===== src/rtl/pwm_bank_shadowed.sv =====
// N-channel PWM bank: shared prescaled timebase, per-channel compare/polarity,
// period and compares shadowed until a period boundary. Macro: PWM_CENTER_ALIGN_EN.
module pwm_bank_shadowed #(
    parameter int CHANNELS      = 16,
    parameter int BIT_LENGTH    = 8,
    parameter int PRESCALE_BITS = 8
) (
    input  logic                           CLK,
    input  logic                           RST,
    input  logic                           EN,
    input  logic [PRESCALE_BITS-1:0]       Prescale,
    input  logic                           Mode,
    input  logic [CHANNELS-1:0]            Polarity,
    input  logic [BIT_LENGTH-1:0]          Period,
    input  logic [BIT_LENGTH*CHANNELS-1:0] Cmps,
    input  logic                           Load,
    output logic                           Pending,
    output logic                           PeriodEnd,
    output logic [CHANNELS-1:0]            PWMs
);

    typedef logic [BIT_LENGTH-1:0] cnt_t;
    typedef logic [CHANNELS-1:0][BIT_LENGTH-1:0] cmp_t;

    logic [PRESCALE_BITS-1:0] presc_q, presc_d;
    cnt_t                     count_q, count_d;
    cnt_t                     per_a_q, per_a_d;
    cnt_t                     per_s_q, per_s_d;
    cmp_t                     cmp_a_q, cmp_a_d;
    cmp_t                     cmp_s_q, cmp_s_d;
    logic                     pend_q, pend_d;
    logic                     pe_q;
    logic [CHANNELS-1:0]      pwm_q, pwm_d;
    logic                     tick;
    logic                     bnd;
    logic                     apply;

    assign tick = EN && (presc_q == Prescale);

    always_comb begin
        presc_d = presc_q + PRESCALE_BITS'(1);
        if (!EN || tick) begin
            presc_d = '0;
        end
    end

`ifdef PWM_CENTER_ALIGN_EN
    logic dir_q, dir_d;

    // Dir turns down on the tick that reaches PerA, so a down-count at 1 is the boundary.
    always_comb begin
        count_d = count_q;
        dir_d   = dir_q;
        bnd     = 1'b0;
        if (!EN) begin
            count_d = '0;
            dir_d   = 1'b0;
        end else if (tick) begin
            if (!Mode) begin
                dir_d = 1'b0;
                if (count_q >= per_a_q) begin
                    bnd     = 1'b1;
                    count_d = '0;
                end else begin
                    count_d = count_q + cnt_t'(1);
                end
            end else if (per_a_q == '0) begin
                bnd     = 1'b1;
                count_d = '0;
                dir_d   = 1'b0;
            end else if (dir_q) begin
                if (count_q <= cnt_t'(1)) begin
                    bnd     = 1'b1;
                    count_d = '0;
                    dir_d   = 1'b0;
                end else begin
                    count_d = count_q - cnt_t'(1);
                end
            end else if (count_q >= per_a_q) begin
                count_d = count_q - cnt_t'(1);
                dir_d   = 1'b1;
            end else begin
                count_d = count_q + cnt_t'(1);
                dir_d   = (count_q + cnt_t'(1)) >= per_a_q;
            end
        end
    end

    always_ff @(posedge CLK or posedge RST) begin
        if (RST) begin
            dir_q <= 1'b0;
        end else begin
            dir_q <= dir_d;
        end
    end
`else
    logic unused_mode;
    assign unused_mode = Mode;

    always_comb begin
        count_d = count_q;
        bnd     = 1'b0;
        if (!EN) begin
            count_d = '0;
        end else if (tick) begin
            if (count_q >= per_a_q) begin
                bnd     = 1'b1;
                count_d = '0;
            end else begin
                count_d = count_q + cnt_t'(1);
            end
        end
    end
`endif

    // Halted timebase counts as a boundary: staged values may land at once.
    assign apply = bnd || !EN;

    always_comb begin
        per_a_d = per_a_q;
        cmp_a_d = cmp_a_q;
        per_s_d = per_s_q;
        cmp_s_d = cmp_s_q;
        pend_d  = pend_q;
        if (Load) begin
            per_s_d = Period;
            cmp_s_d = Cmps;
        end
        if (Load && apply) begin
            per_a_d = Period;
            cmp_a_d = Cmps;
            pend_d  = 1'b0;
        end else if (Load) begin
            pend_d = 1'b1;
        end else if (pend_q && apply) begin
            per_a_d = per_s_q;
            cmp_a_d = cmp_s_q;
            pend_d  = 1'b0;
        end
    end

    always_comb begin
        pwm_d = Polarity;
        if (EN) begin
            for (int i = 0; i < CHANNELS; i++) begin
                pwm_d[i] = (count_q < cmp_a_q[i]) ^ Polarity[i];
            end
        end
    end

    always_ff @(posedge CLK or posedge RST) begin
        if (RST) begin
            presc_q <= '0;
            count_q <= '0;
            per_a_q <= '0;
            per_s_q <= '0;
            cmp_a_q <= '0;
            cmp_s_q <= '0;
            pend_q  <= 1'b0;
            pe_q    <= 1'b0;
            pwm_q   <= '0;
        end else begin
            presc_q <= presc_d;
            count_q <= count_d;
            per_a_q <= per_a_d;
            per_s_q <= per_s_d;
            cmp_a_q <= cmp_a_d;
            cmp_s_q <= cmp_s_d;
            pend_q  <= pend_d;
            pe_q    <= bnd;
            pwm_q   <= pwm_d;
        end
    end

    assign Pending   = pend_q;
    assign PeriodEnd = pe_q;
    assign PWMs      = pwm_q;

endmodule


===== config.mk =====
export PLATFORM = sky130hd
export DESIGN_NAME = pwm_bank_shadowed
export DESIGN_NICKNAME = d
export VERILOG_FILES = /design/src/rtl/pwm_bank_shadowed.sv
export SDC_FILE = /design/constraint.sdc
export NUM_CORES = 1
export LEC_CHECK = 0
export ABC_AREA = 1
export BUFFER_PORTS_ARGS = -buffer_cell sky130_fd_sc_hd__buf_2
export CAP_MARGIN = 30
export CORE_ASPECT_RATIO = 0.75
export CORE_MARGIN = 2
export CORE_UTILIZATION = 40
export DETAILED_ROUTE_END_ITERATION = 6
export PLACE_DENSITY_LB_ADDON = 0.08
export SETUP_SLACK_MARGIN = 0.5
export SLEW_MARGIN = 20
export SYNTH_ARGS = -nofsm -noshare
export SYNTH_HDL_FRONTEND = slang
export SYNTH_SLANG_ARGS = --single-unit

===== constraint.sdc =====
create_clock -name CLK -period 18.6 [get_ports CLK]
set_clock_uncertainty 0.15 [all_clocks]
set_input_delay 0.93 -clock CLK [delete_from_list [all_inputs] [get_ports CLK]]
set_output_delay 0.93 -clock CLK [all_outputs]
set_load 0.02 [all_outputs]

==> qor.yml <==
global_route:
  overflow: 0
  antenna_found_initial: 4
  grt_max_degree: 136
  grt_pass1_vias: 13800
  grt_util_all_layers_pct: 21.5
  grt_pass1_wl_microns: 73600
sta:
  max_clock_freq_mhz: 233
  fin_tns_setup_ns: 0
  min_period_ns: 4.30
  relSlewSlack_pct: 36.3
  worstMarginPinSlew_ns: 0.956
  finalSetupViolations: 0
  finalHoldViolCount: 0
  grt_setup_unrepaired: "false"
  slew_violations: 0
  min_period_over_period_pct: 23.1
floorplan:
  fp.coreArea_sq_um: 40800
  rows: 64
  die_area_sq_um: 42900
  die_y_microns: 180
  start_util_pct: 40.5
  ios: 183
  dieWidth_microns: 239
logic_synthesis:
  synth-edff-count: 0
  synth_area_sq_um: 16500
  yosys.area_share.xor_xnor_pct: 0.318
  syn_nets: 2445
  ys_seq_elements: 306
  yosysWarningCount: 0
  synthCells: 2158
  yosys.area_share.simple_pct: 27.0
  synth_compound_area_share_pct: 7.42
  synthAdderAreaFrac_pct: 9.25
  synth_top_family_by_area: "simple AND/OR/NAND/NOR gates"
  synthFlopType: "dfrtp_1"
  async_flop_share_pct: 100
  synthMuxAreaShare_pct: 0
  avgSynthCellArea_sq_um: 7.65
  synth_cell_type_count: 31
  seq_area_frac_synth_pct: 46.4
place:
  dp_hpwl_microns: 26600
  place_inst: 2790
  numPortBuffers: 181
  place.gp.congestion: 0.762
clock_tree:
  cts_num_sinks: 306
  path_clk_slew_ns: 0.06
  post_cts_resized: 0
  postCtsHoldBufs: 0
  h-tree-depth: 2
  cts_buffer_depth: 3
  clock_latency_ns: 0.53
  numCtsBuffers: 36
  cts_root_buffer: "clkbuf_16"
  cts_tree: "yes"
  postCtsSetupBuffers: 0
power:
  p_per_area_nw_per_um2: 93.6
  total_power_mw: 1.78
  max-vdd-ir-drop_uv: 57.7
  leakage_nw: 10.7
setup_path:
  cp_max_fo: 70
  critical_path_arrival_ns: 4.56
  crit_required_ns: 18.86
  path_class: "flip-flop to flip-flop"
  start_kind: "flip-flop"
  end_kind: "flip-flop"
layout:
  drive_gt1_share_pct: 12.1
  fill_cells: 4100
  final-instance-count-excl-fill: 2858
  nets: 2589
  syn_to_final_growth_pct: 15.5
detailed_routing:
  vias: 13800
  route.met2.wl_microns: 20100
  ant_nets: 0
  routed.top_layer: "met4"
  dr.pass1.iters: 5
  wirelength_microns: 45000
  wl_met3_microns: 1770
  wl_per_cell_microns: 15.8
  wl_met1_microns: 22400
  drtIter0Drc: 801
  drc_errors: 0
  via_per_inst: 4.82
run_status:
  outcome: "finished, final reports clean"
flow_run:
  drv_cap: 0
worst_hold_path:
  hp-class: "flip-flop to flip-flop"
[power by group]
group,leakage [nW],switching [mW],internal (mW)
Sequential,3.60,0.0333,0.743
Clock,0.591,0.290,0.436
Combinational,6.53,0.180,0.102
Total,10.7,0.504,1.28
[cell type report]
cell class              instances  area, sq um  share of cell area (%)
clock inverters                 9          104                   0.545
clock buffers                  54         1100                    5.77
multi-input cells            1454         7280                    38.2
well taps                     528          661                    3.47
flip-flops and latches        306         7660                    40.2
diodes                          3         7.51                  0.0394
repair buffers                199         1090                    5.74
inverters                     305         1160                    6.08
[through the flow]
stage	setup WS [ns]	hold WS [ns]	cell area, sq um	util, %
2_1_floorplan	9.06	0.299	16500	-
3_3_place_gp	14.44	0.314	17800	43.6
3_5_place_dp	14.38	0.315	17800	43.7
4_1_cts	14.34	0.331	19000	46.6
5_1_grt	14.06	0.344	19100	46.8
6_report	14.30	0.325	19100	46.8
[cells in the mapped netlist (7+ instances only)]
| library cell | number | area (sq um) |
|---|---|---|
| a211oi_1 | 16 | 120 |
| a21oi_1 | 188 | 941 |
| buf_2 | 25 | 125 |
| buf_6 | 7 | 78.8 |
| clkbuf_1 | 51 | 191 |
| dfrtp_1 | 306 | 7660 |
| ha_1 | 122 | 1530 |
| inv_1 | 298 | 1120 |
| nand2_1 | 734 | 2760 |
| nand3b_1 | 16 | 120 |
| nand4_1 | 17 | 106 |
| nor2_1 | 170 | 638 |
| nor3_1 | 141 | 706 |
| o21ai_0 | 25 | 125 |
[worst paths after layout]
| kind | endpoint | slack [ns] | start | depth (start not counted) |
|---|---|---|---|---|
| setup / recovery | cmp_a_q[3] | 14.30 | count_q[5] | 12 |
| hold / removal | cmp_a_q[62] | 0.32 | cmp_a_q[62] | 2 |
| setup reg to reg | cmp_a_q[3] | 14.30 | count_q[5] | 12 |
| hold reg to reg | cmp_a_q[62] | 0.32 | cmp_a_q[62] | 2 |
| max in group asynchronous | cmp_a_q[124] | 15.95 | RST | 5 |
| min in group asynchronous | cmp_s_q[1] | 0.40 | RST | 2 |
[worst max-delay path, cell delays in order, from the launching register on]
cell and delay (ns):
dfrtp_2 0.85, ha_1 0.37, a21oi_1 0.18, nor2_1 0.06
nor2_1 0.08, nand3_1 0.28, nand3_2 0.19, nand2_4 0.08
nand2_4 0.65, buf_4 0.82, nand2_1 0.13, nand2_1 0.11
nand2_1 0.05
[layer usage]
metal  vias to the layer above  GRT usage [%]
met5                         -              0
met4                         0           5.08
met3                        55           3.41
met2                       194           34.4
met1                      6528           30.6
li1                       7010              -
[flip-flops by register name (all words and copies together), names as in the netlist]
name and flops:
cmp_a_q 128, per_s_q 8, presc_q 8, PeriodEnd 1
Pending 1, PWMs 16, count_q 8, cmp_s_q 128
per_a_q 8
[cells in the final DEF, fill, tap and decap left out, types with 3 or more instances in the layout]
| cell type | count |
|---|---|
| clkinv_2 | 4 |
| dfrtp_1 | 300 |
| clkbuf_16 | 37 |
| inv_2 | 5 |
| o21ai_0 | 25 |
| dfrtp_2 | 6 |
| a21oi_1 | 188 |
| nand2_1 | 734 |
| diode_2 | 3 |
| nor2_1 | 169 |
| nand4_1 | 17 |
| clkbuf_8 | 11 |
| a211oi_1 | 16 |
| buf_2 | 181 |
| clkbuf_1 | 6 |
| buf_4 | 15 |
| nand2_4 | 3 |
| nand3b_1 | 16 |
| ha_1 | 122 |
| inv_1 | 296 |
| nor3_1 | 141 |
| xor2_1 | 6 |
| nand3_1 | 5 |
[kinds of logic after synthesis]
family                   Yosys count
flip-flops                       306
buffers and inverters            398
adder cells (fa/ha/maj)          122
AND/OR/NAND/NOR                 1093
XOR/XNOR                           6
AO/OA/AOI/OAI                    233
Note: power is estimated with default switching activity, not from simulation.
